**src/rtl/csel_sub_seq.sv**
```systemverilog
// csel_sub_seq: multi-cycle chunked carry-select subtractor, {bout,D} = A - B - bin; define CSEL_SUB_FLAGS_EN to add zero/ovf flag outputs
module csel_sub_seq #(
    parameter int WIDTH = 19,
    parameter int CHUNK = 4
) (
    input  logic             clk,
    input  logic             rst,
    input  logic             in_valid,
    output logic             in_ready,
    input  logic [WIDTH-1:0] A,
    input  logic [WIDTH-1:0] B,
    input  logic             bin,
    output logic             out_valid,
    input  logic             out_ready,
    output logic [WIDTH-1:0] D,
    output logic             bout
`ifdef CSEL_SUB_FLAGS_EN
    ,
    output logic             zero,
    output logic             ovf
`endif
);

    localparam int NCHUNK = (WIDTH + CHUNK - 1) / CHUNK;
    localparam int CW = NCHUNK > 1 ? $clog2(NCHUNK) : 1;
    localparam logic [CW-1:0] LAST = CW'(NCHUNK - 1);

    typedef enum logic [1:0] {IDLE, RUN, DONE} state_t;

    state_t           state_q, state_d;
    logic [CW-1:0]    cnt_q, cnt_d;
    logic [WIDTH-1:0] a_q, a_d, b_q, b_d, d_q, d_d;
    logic             brw_q, brw_d, bout_q, bout_d;
    logic [CHUNK-1:0] a_k, b_k;
    logic [CHUNK:0]   diff0, diff1, sel;
    logic [WIDTH-1:0] chunk_mask, chunk_ins;

    // Current chunk of each operand; the final partial chunk is zero-padded by the shift.
    assign a_k = CHUNK'(a_q >> (32'(cnt_q) * CHUNK));
    assign b_k = CHUNK'(b_q >> (32'(cnt_q) * CHUNK));
    // Both borrow-in cases are formed up front; MSB of each is the chunk borrow-out.
    assign diff0 = {1'b0, a_k} - {1'b0, b_k};
    assign diff1 = {1'b0, a_k} - {1'b0, b_k} - (CHUNK + 1)'(1);
    assign sel   = brw_q ? diff1 : diff0;
    // Bits of the last chunk that fall beyond WIDTH drop out of the shift.
    assign chunk_mask = WIDTH'({CHUNK{1'b1}}) << (32'(cnt_q) * CHUNK);
    assign chunk_ins  = WIDTH'(sel[CHUNK-1:0]) << (32'(cnt_q) * CHUNK);

    assign in_ready  = state_q == IDLE;
    assign out_valid = state_q == DONE;
    assign D         = d_q;
    assign bout      = bout_q;

    // Next-state: latch operands in IDLE, one chunk per RUN cycle, hold result in DONE.
    always_comb begin
        state_d = state_q;
        cnt_d   = cnt_q;
        a_d     = a_q;
        b_d     = b_q;
        brw_d   = brw_q;
        d_d     = d_q;
        bout_d  = bout_q;
        case (state_q)
            IDLE: if (in_valid) begin
                a_d     = A;
                b_d     = B;
                brw_d   = bin;
                cnt_d   = '0;
                state_d = RUN;
            end
            RUN: begin
                d_d   = (d_q & ~chunk_mask) | chunk_ins;
                brw_d = sel[CHUNK];
                cnt_d = cnt_q + CW'(1);
                if (cnt_q == LAST) begin
                    bout_d  = sel[CHUNK];
                    state_d = DONE;
                end
            end
            DONE: if (out_ready) state_d = IDLE;
            default: state_d = IDLE;
        endcase
    end

    // State and datapath registers.
    always_ff @(posedge clk) begin
        if (rst) begin
            state_q <= IDLE;
            cnt_q   <= '0;
            a_q     <= '0;
            b_q     <= '0;
            brw_q   <= 1'b0;
            d_q     <= '0;
            bout_q  <= 1'b0;
        end else begin
            state_q <= state_d;
            cnt_q   <= cnt_d;
            a_q     <= a_d;
            b_q     <= b_d;
            brw_q   <= brw_d;
            d_q     <= d_d;
            bout_q  <= bout_d;
        end
    end

`ifdef CSEL_SUB_FLAGS_EN
    logic zero_q, ovf_q;

    assign zero = zero_q;
    assign ovf  = ovf_q;

    // Flags are taken from the completed difference on the step into DONE.
    always_ff @(posedge clk) begin
        if (rst) begin
            zero_q <= 1'b0;
            ovf_q  <= 1'b0;
        end else if (state_q == RUN && cnt_q == LAST) begin
            zero_q <= d_d == '0;
            ovf_q  <= (a_q[WIDTH-1] != b_q[WIDTH-1]) && (d_d[WIDTH-1] != a_q[WIDTH-1]);
        end
    end
`endif

endmodule
```
**config.mk**
```make
export PLATFORM = sky130hd
export DESIGN_NAME = csel_sub_seq
export DESIGN_NICKNAME = d
export VERILOG_FILES = /design/src/rtl/csel_sub_seq.sv
export SDC_FILE = /design/constraint.sdc
export NUM_CORES = 1
export LEC_CHECK = 0
export BUFFER_PORTS_ARGS = -buffer_cell sky130_fd_sc_hd__buf_2
export CAP_MARGIN = 10
export CORE_MARGIN = 2
export CORE_UTILIZATION = 30
export CTS_CLUSTER_DIAMETER = 80
export CTS_CLUSTER_SIZE = 8
export DETAILED_ROUTE_END_ITERATION = 10
export GPL_TIMING_DRIVEN = 0
export SKIP_CTS_REPAIR_TIMING = 1
export SYNTH_ARGS = -nofsm -noshare
export SYNTH_HDL_FRONTEND = slang
export SYNTH_SLANG_ARGS = --single-unit
```
**constraint.sdc**
```tcl
create_clock -name clk -period 4.1 [get_ports clk]
set_clock_uncertainty 0.15 [all_clocks]
set_input_delay 0.41 -clock clk [delete_from_list [all_inputs] [get_ports clk]]
set_output_delay 0.41 -clock clk [all_outputs]
set_load 0.05 [all_outputs]
```
==> metrics.yaml <==
p_per_area_nw_per_um2: 414
dieArea_sq_um: 10400
die_w_um: 102
syn_avg_cell_area_sq_um: 8.39
cts_buffers: 9
cts_tree: "done"
drtIter0Drc: 117
max_freq_ghz: 0.266
fin_hold_ws_ns: 0.149
antenna_left: 0
mostFrequentLayoutCells: "nand2_1 (90), buf_2 (67), dfxtp_1 (64)"
ys_ff_latch: 64
synth_cell_types: 38
drt-total-wl_mm: 7.35
startpoint_type: "flip-flop"
worst_pin_slew_ns: 0.657
status: "complete, no violations"
clk_latency_ns: 0.34
max_slew_margin: 0.558
synth_top_area_frac: 0.447
drc: 0
clockRootBuffer: "clkbuf_8"
maxCapViolations: 0
place.gp.congestion: 0.874
power_mw: 1.46
crit_path_cell_trace: "clkbuf_2 > clkbuf_2 > mux4_2 > a22o_1 > ha_1 > fa_1 > ha_1 > nand2_1 > or3_1 > mux2i_1 > xnor2_1 > a2111oi_2"
grt_max_degree: 11
grt_pass1_wl_mm: 12.0
vias: 2584
arrival_ns: 3.85
min_path_type: "in -> reg"
crit_path_end_kind: "flip-flop"
cp_data_required_time_ns: 4.19
final_common_cell: "nand2_1"
synth_area_leaders: "dfxtp_1 (45%), nand2_1 (12%), a21oi_1 (8.0%), mux4_2 (4.7%), a22oi_1 (4.4%)"
drt-wirelength-per-cell_um: 13.4
clk_pin_slew_ns: 0.07
place_hpwl_mm: 5.51
io_pins: 65
synthCells: 342
cts_sinks: 64
rsz0062_at_grt: "no"
overflow: 0
cp_slowest_stage_delay_ns: 0.55
avgViaCountPerCell: 4.72
critPathMaxFanout: 10
vdd_drop_max_mv: 0.178
post-route-period-util: 0.918
antenna_found_initial: 0
drtPass1Iterations: 4
setup_viol: 0
pre_cts_ws_ns: -0.0461
place.port_buffers: 64
ys_seq_area_frac: 0.447
hold_viol: 0
track_usage: 0.154
grt_pass1_vias: 2517
fp-row-count: 35
crit_type: "reg -> reg"
synth_nets: 396
stdcell_count: 548
synth_area_sq_um: 2870
antenna_cells: 0
fin_crit_ns: 3.76
p_leak_nw: 1.45
die_y_um: 102
syn_to_final_growth_pct: 23.3
yosys.area.top_type: "dfxtp_1"
worst_slack_ns: 0.337
h-tree-depth: 3
nNetsFinal: 471
crit_slowest_cell: "fa_1"
clockBufferDepth: 2
final-max-slew-violation-count: 0
drive_above_1_share: 0.229
placedCellCount: 535
core_area_sq_um: 9240
start_util: 0.310
yosys_warnings: 0
synth_stat cells, drive strengths merged:
cell / n
nand2: 90
and2: 2
mux4: 6
o21a: 2
a21o: 1
clkbuf: 16
a211oi: 1
a22o: 2
nor2b: 2
nor3: 3
dfxtp: 64
nor4: 1
a31oi: 1
a21oi: 46
mux2i: 4
and3: 1
mux2: 2
xnor2: 6
o21ai: 3
a22oi: 17
nor2: 29
o31ai: 1
nand4: 2
fa: 1
nand3: 3
nor3b: 1
a2111oi: 1
nand2b: 4
buf: 6
xor2: 1
inv: 6
or3: 3
nand3b: 4
ha: 10
flip-flops by register name, indices dropped and copies added, names as in the netlist:
name	count
bout	1
brw_q	1
D	19
b_q	19
a_q	19
cnt_q	3
state_q	2
metrics by stage:
step	utilization	setup TNS, ns	instance area [sq um]
after floorplan	-	0	2870
after global placement	0.363	0	3350
after detailed placement	0.363	-0.0461	3350
after CTS	0.382	-0.0763	3530
after global routing	0.383	0	3540
final	0.383	0	3540
critical path, delay by kind of cell (launching register included):
kind            cells  cell delay [ns]
mux                 2             0.54
compound gates      2             0.57
flops               1             0.35
simple gates        2             0.38
fa+ha+maj           3             0.93
xor+xnor            1             0.13
buf+inv             2             0.61
cell type report:
cell class              count  area, sq um
clock buffers              13          179
repair buffers             64          320
plain buffers              22          100
multi-input cells         250         1470
flip-flops and latches     64         1280
inverters                   6         22.5
well taps                 129          161
fillers                   988         5700
layer usage:
| layer | vias up | global-route usage | wire length [um] |
|---|---|---|---|
| met5 | - | 0 | 0 |
| met4 | 0 | 0.0593 | 109 |
| met3 | 8 | 0.0559 | 347 |
| met2 | 53 | 0.241 | 3470 |
| met1 | 1212 | 0.193 | 3430 |
| li1 | 1311 | - | - |
final timing paths:
check                        start                  end  slack [ns]  cells after the start
max          cnt_q[1]$_SDFFE_PP0P_   brw_q$_SDFFE_PP0P_        0.34                     12
min                           A[8]  a_q[8]$_SDFFE_PP0P_        0.15                      3
max reg2reg  cnt_q[1]$_SDFFE_PP0P_   brw_q$_SDFFE_PP0P_        0.34                     12
min reg2reg    b_q[8]$_SDFFE_PP0P_  b_q[8]$_SDFFE_PP0P_        0.30                      2
power by group:
| part | switching [mW] | total [mW] | internal, mW |
|---|---|---|---|
| logic | 0.180 | 0.288 | 0.108 |
| clock network | 0.227 | 0.503 | 0.276 |
| registers | 0.0177 | 0.672 | 0.655 |
| total | 0.425 | 1.46 | 1.04 |
cell families (layout without fill, tap and decap cells):
kind of cell,count (synthesis),in the layout,share of synthesized area
adders and majority gates,11,11,0.0506
and+or+nand+nor,145,145,0.214
DFF,64,64,0.447
buffers and inverters,28,105,0.0419
xor gates and xnor gates,7,7,0.0214
AOI/OAI and AO/OA,75,75,0.157
muxes,12,12,0.0689
(Power assumes the default switching activity.)
